File: src/rtl/jtframe_prog_seq.sv
// ROM download sequencer: ioctl byte stream to SDRAM programming port.
// Bytes are bank-mapped, queued, and issued as masked 16-bit writes.
module jtframe_prog_seq #(
  parameter int          SDRAMW    = 22,
  parameter logic [24:0] BA1_START = 25'h10_0000,
  parameter logic [24:0] BA2_START = 25'h20_0000,
  parameter logic [24:0] BA3_START = 25'h30_0000,
  parameter int          DEPTH     = 4
) (
  input  logic              clk_rom,
  input  logic              rst,
  input  logic              downloading,
  input  logic [24:0]       ioctl_addr,
  input  logic [7:0]        ioctl_data,
  input  logic              ioctl_wr,
  output logic [SDRAMW-1:0] prog_addr,
  output logic [1:0]        prog_ba,
  output logic [15:0]       prog_din,
  output logic [1:0]        prog_din_m,
  output logic              prog_we,
  input  logic              prog_rdy,
  output logic              dwnld_busy,
  output logic              overflow
);

  // The entry being written stays at the head until acknowledged, so
  // one slot beyond DEPTH holds the write in flight.
  localparam int SLOTS = DEPTH + 1;
  localparam int PW    = $clog2(SLOTS);
  localparam int CW    = $clog2(SLOTS + 1);
  localparam int EW    = 2 + SDRAMW + 8 + 1;

  typedef enum logic {IDLE, WRITE} state_t;

  state_t state_q, state_d;

  logic [EW-1:0]     mem [SLOTS];
  logic [PW-1:0]     wr_ptr, rd_ptr;
  logic [CW-1:0]     cnt;
  logic [24:0]       off;
  logic [1:0]        ba;
  logic [EW-1:0]     entry, head;
  logic              full, push, pop, drop, dl_q, rise;
  logic [SDRAMW-1:0] addr_d;
  logic [1:0]        ba_d, m_d;
  logic [15:0]       din_d;
  logic              we_d;

  function automatic logic [PW-1:0] inc(input logic [PW-1:0] p);
    return (p == PW'(DEPTH)) ? '0 : p + 1'b1;
  endfunction

  // Bank map of the incoming byte address
  always_comb begin
    ba  = 2'd3;
    off = ioctl_addr - BA3_START;
    if (ioctl_addr < BA1_START) begin
      ba  = 2'd0;
      off = ioctl_addr;
    end else if (ioctl_addr < BA2_START) begin
      ba  = 2'd1;
      off = ioctl_addr - BA1_START;
    end else if (ioctl_addr < BA3_START) begin
      ba  = 2'd2;
      off = ioctl_addr - BA2_START;
    end
  end

  assign entry = {ba, SDRAMW'(off >> 1), ioctl_data, ioctl_addr[0]};
  assign head  = mem[rd_ptr];
  assign full  = cnt == CW'(SLOTS);
  assign pop   = (state_q == WRITE) && prog_rdy;
  assign push  = ioctl_wr && downloading && (!full || pop);
  assign drop  = ioctl_wr && downloading && full && !pop;
  assign rise  = downloading && !dl_q;

  // FIFO storage, not reset: validity is tracked by cnt
  always_ff @(posedge clk_rom) begin
    if (push) mem[wr_ptr] <= entry;
  end

  // FIFO pointers and occupancy
  always_ff @(posedge clk_rom or posedge rst) begin
    if (rst) begin
      wr_ptr <= '0;
      rd_ptr <= '0;
      cnt    <= '0;
    end else begin
      if (push) wr_ptr <= inc(wr_ptr);
      if (pop)  rd_ptr <= inc(rd_ptr);
      case ({push, pop})
        2'b10:   cnt <= cnt + 1'b1;
        2'b01:   cnt <= cnt - 1'b1;
        default: cnt <= cnt;
      endcase
    end
  end

  // Next state and next output register values
  always_comb begin
    state_d = state_q;
    we_d    = prog_we;
    addr_d  = prog_addr;
    ba_d    = prog_ba;
    din_d   = prog_din;
    m_d     = prog_din_m;
    unique case (state_q)
      IDLE: begin
        if (cnt != '0) begin
          ba_d    = head[EW-1 -: 2];
          addr_d  = head[EW-3 -: SDRAMW];
          din_d   = {head[8:1], head[8:1]};
          m_d     = head[0] ? 2'b01 : 2'b10;
          we_d    = 1'b1;
          state_d = WRITE;
        end
      end
      WRITE: begin
        if (prog_rdy) begin
          we_d    = 1'b0;
          m_d     = 2'b11;
          state_d = IDLE;
        end
      end
      default: state_d = IDLE;
    endcase
  end

  // State and programming port registers
  always_ff @(posedge clk_rom or posedge rst) begin
    if (rst) begin
      state_q    <= IDLE;
      prog_we    <= 1'b0;
      prog_addr  <= '0;
      prog_ba    <= '0;
      prog_din   <= '0;
      prog_din_m <= 2'b11;
    end else begin
      state_q    <= state_d;
      prog_we    <= we_d;
      prog_addr  <= addr_d;
      prog_ba    <= ba_d;
      prog_din   <= din_d;
      prog_din_m <= m_d;
    end
  end

  // Busy flag and sticky overflow, cleared when a download starts
  always_ff @(posedge clk_rom or posedge rst) begin
    if (rst) begin
      dl_q       <= 1'b0;
      dwnld_busy <= 1'b0;
      overflow   <= 1'b0;
    end else begin
      dl_q       <= downloading;
      dwnld_busy <= downloading || (cnt != '0) || (state_q == WRITE);
      if (drop)      overflow <= 1'b1;
      else if (rise) overflow <= 1'b0;
    end
  end

endmodule

File: config.mk
export PLATFORM = sky130hd
export DESIGN_NAME = jtframe_prog_seq
export DESIGN_NICKNAME = d
export VERILOG_FILES = /design/src/rtl/jtframe_prog_seq.sv
export SDC_FILE = /design/constraint.sdc
export NUM_CORES = 1
export LEC_CHECK = 0
export BUFFER_PORTS_ARGS = -buffer_cell sky130_fd_sc_hd__buf_2
export CORE_UTILIZATION = 53
export CTS_BUF_LIST = sky130_fd_sc_hd__clkbuf_16
export DETAILED_ROUTE_END_ITERATION = 8
export MAX_ROUTING_LAYER = met4
export PLACE_DENSITY = 0.76
export SYNTH_ARGS = -nofsm -noshare
export SYNTH_HDL_FRONTEND = slang
export SYNTH_SLANG_ARGS = --single-unit
export TNS_END_PERCENT = 5
File: constraint.sdc
create_clock -name clk_rom -period 4.7 [get_ports clk_rom]
set_clock_uncertainty 0.05 [all_clocks]
set_input_delay 0.705 -clock clk_rom [delete_from_list [all_inputs] [get_ports clk_rom]]
set_output_delay 0.705 -clock clk_rom [all_outputs]
set_load 0.03 [all_outputs]
==> impl_metrics.env <==
export IMPL_status="finished, final reports clean"
export IMPL_syn_nets=528
export IMPL_drv_slew=0
export IMPL_die_area_mm2=0.01638
export IMPL_htreeDepth=1
export IMPL_first_global_vias=4286
export IMPL_tightest_slew_ns=1.143
export IMPL_path_cells="buf_2, inv_1, ha_1, nor3b_2, inv_1, o311ai_0"
export IMPL_cts_repair_resized=0
export IMPL_postLayoutCoreUtil_pct=62.82
export IMPL_final_common_cell="edfxtp_1"
export IMPL_via_count=4365
export IMPL_cap_violations=0
export IMPL_critPathLaunchType="primary input"
export IMPL_layout_common_cells="165 x edfxtp_1, 82 x buf_2, 45 x nand2_1"
export IMPL_wl_per_cell_um=18.27
export IMPL_cts_root_buffer="clkbuf_16"
export IMPL_clk_pin_slew_ns=0.06
export IMPL_grt_pass1_wl_mm=22.90
export IMPL_tns_ns=0
export IMPL_fin_area_mm2=0.009657
export IMPL_cp_common_cell="inv_1"
export IMPL_dp_cells=754
export IMPL_placed_cell_area_mm2=0.008975
export IMPL_cts_buffers=22
export IMPL_clk_latency_ns=0.49
export IMPL_clock_sinks=213
export IMPL_cts_tree="built"
export IMPL_antenna_found_initial=1
export IMPL_fmaxAchievable_mhz=426.2
export IMPL_syn_to_final_growth_pct=14.78
export IMPL_die_y_um=128.0
export IMPL_num_rows=45
export IMPL_final_min_clock_period_ns=2.346
export IMPL_p_leak_nw=3.547
export IMPL_drc=0
export IMPL_async_reset_ff_share_pct=22.54
export IMPL_dp_hpwl_mm=8.583
export IMPL_cpPeakStageDelay_ns=0.67
export IMPL_ys_types=43
export IMPL_die_x_um=128.0
export IMPL_wl_mm=14.52
export IMPL_finalSetupViolations=0
export IMPL_port_buffers=82
export IMPL_cp_arrival_ns=2.48
export IMPL_final_cells=795
export IMPL_grt_max_degree=67
export IMPL_antenna_left=0
export IMPL_syn_inst=481
export IMPL_yosysWarnings=0
export IMPL_nNetsFinal=614
export IMPL_cp_end_kind="flop"
export IMPL_critical_path_required_ns=4.83
export IMPL_fillers=1074
export IMPL_drive_gt1_share_pct=29.33
export IMPL_first_pass_iters=5
export IMPL_grt_overflow=0
export IMPL_synth_edf_count=165
export IMPL_core_mm2=0.01537
export IMPL_critical_path_top_delay_family="compound AO/OA/AOI/OAI gates"
export IMPL_crit_type="primary input to flop"
export IMPL_ys_ff_latch=213
export IMPL_drtIter0Drc=411
export IMPL_synth_area_per_cell_um2=17.49
export IMPL_netlist_area_mm2=0.008413
export IMPL_gp_congestion=0.8527
export IMPL_peakVddDrop_uv=365.5
export IMPL_powerDensity_mw_per_mm2=613.2
export IMPL_holdBufCountCts=0
export IMPL_yosysSeqAreaShare_pct=73.20
export IMPL_cts_path_max_buffers=3
export IMPL_post_cts_buffers=0
export IMPL_min_path_type="primary input to flop"
export IMPL_cpMaxStageDelayCell="o311ai_0"
export IMPL_track_usage_pct=19.12
export IMPL_max_slew_margin_rel_pct=23.78
export IMPL_multi_input_area_mm2=0.002011
export IMPL_final_hold_violation_count=0
export IMPL_viasPerCell=5.491
export IMPL_seqCellArea_mm2=0.006162
export IMPL_crit_fanout=8
export IMPL_ios=83
export IMPL_initial_utilization_pct=54.73
export IMPL_dominantRegCellSynth="edfxtp_1"
export IMPL_rsz0062_at_grt="false"
export IMPL_period_share_pct=49.92
export IMPL_critPathBufInv=3
[final timing paths]
kind | startpoint | to | slack [ns] | depth (start not counted)
max | ioctl_addr[21] | mem[2][29] | 2.35 | 6
min | downloading | dl_q | 0.32 | 1
max reg2reg | state_q | mem[3][32] | 2.52 | 4
min reg2reg | prog_addr[1] | prog_addr[1] | 0.43 | 2
max in group asynchronous | rst | rd_ptr[0] | 3.40 | 2
min in group asynchronous | rst | dl_q | 0.45 | 2
[cell families (layout without fill, tap and decap cells)]
| kind of cell | count (synthesis) | count (layout) | synth area share (%) |
|---|---|---|---|
| flops | 213 | 213 | 73.20 |
| simple gates | 78 | 78 | 4.298 |
| compound gates | 69 | 69 | 4.566 |
| buf+inv | 44 | 146 | 3.302 |
| fa+ha+maj | 9 | 9 | 1.428 |
| other cells | 0 | 1 | 0 |
| mux | 68 | 68 | 13.21 |
[stage by stage]
step | hold slack [ns] | total power [mW] | setup WS, ns
final | 0.3170 | 5.922 | 2.354
after global routing | 0.3009 | 6.220 | 2.189
after CTS | 0.2980 | 5.992 | 2.433
after detailed placement | 0.4198 | 4.378 | 1.915
after global placement | 0.4116 | 4.322 | 2.136
after floorplan | 0.3919 | 4.005 | -0.1920
[routing by layer]
layer	track usage, %	vias to the layer above	part of all wire, %
li1	-	2021	-
met1	25.40	2181	43
met2	30.85	135	50
met3	3.214	28	5.7
met4	5.536	0	2.0
met5	-	-	0
[cell usage after synthesis, types with 7 or more instances]
library cell  instances  area, um^2
a21oi_1               7       35.03
nor2_1                9       33.78
o21ai_1              29       145.1
mux2i_1              33       330.3
inv_1                14       52.55
o21ai_0              18       90.09
buf_4                12       90.09
mux4_2               29       653.1
dfrtp_1              46        1151
edfxtp_1            165        4955
ha_1                  8       100.1
buf_2                 9       45.04
nand2_1              45       168.9
[area by class of cell]
cell class                 instances  share of cell area (%)
clock inverter                    17                   1.075
antenna                            1                 0.02591
multi-input combinational        224                   20.82
clock buffer                      23                   5.960
inverter                          14                  0.5442
tap                              211                   2.734
timing repair buffer              92                   5.027
sequential                       213                   63.81
[state kept, by name, indices dropped and copies added, names as in the netlist]
name	cells
dwnld_busy	1
state_q	1
wr_ptr	3
mem	165
prog_addr	22
cnt	3
dl_q	1
prog_din_m	2
rd_ptr	3
prog_we	1
prog_ba	2
prog_din	8
overflow	1
[power by group]
group	switching [mW]	internal, mW
combinational	0.997	0.675
sequential	0.284	2.36
clock	0.665	0.938
total	1.95	3.98
No activity file was read; power rests on OpenSTA's default activity.
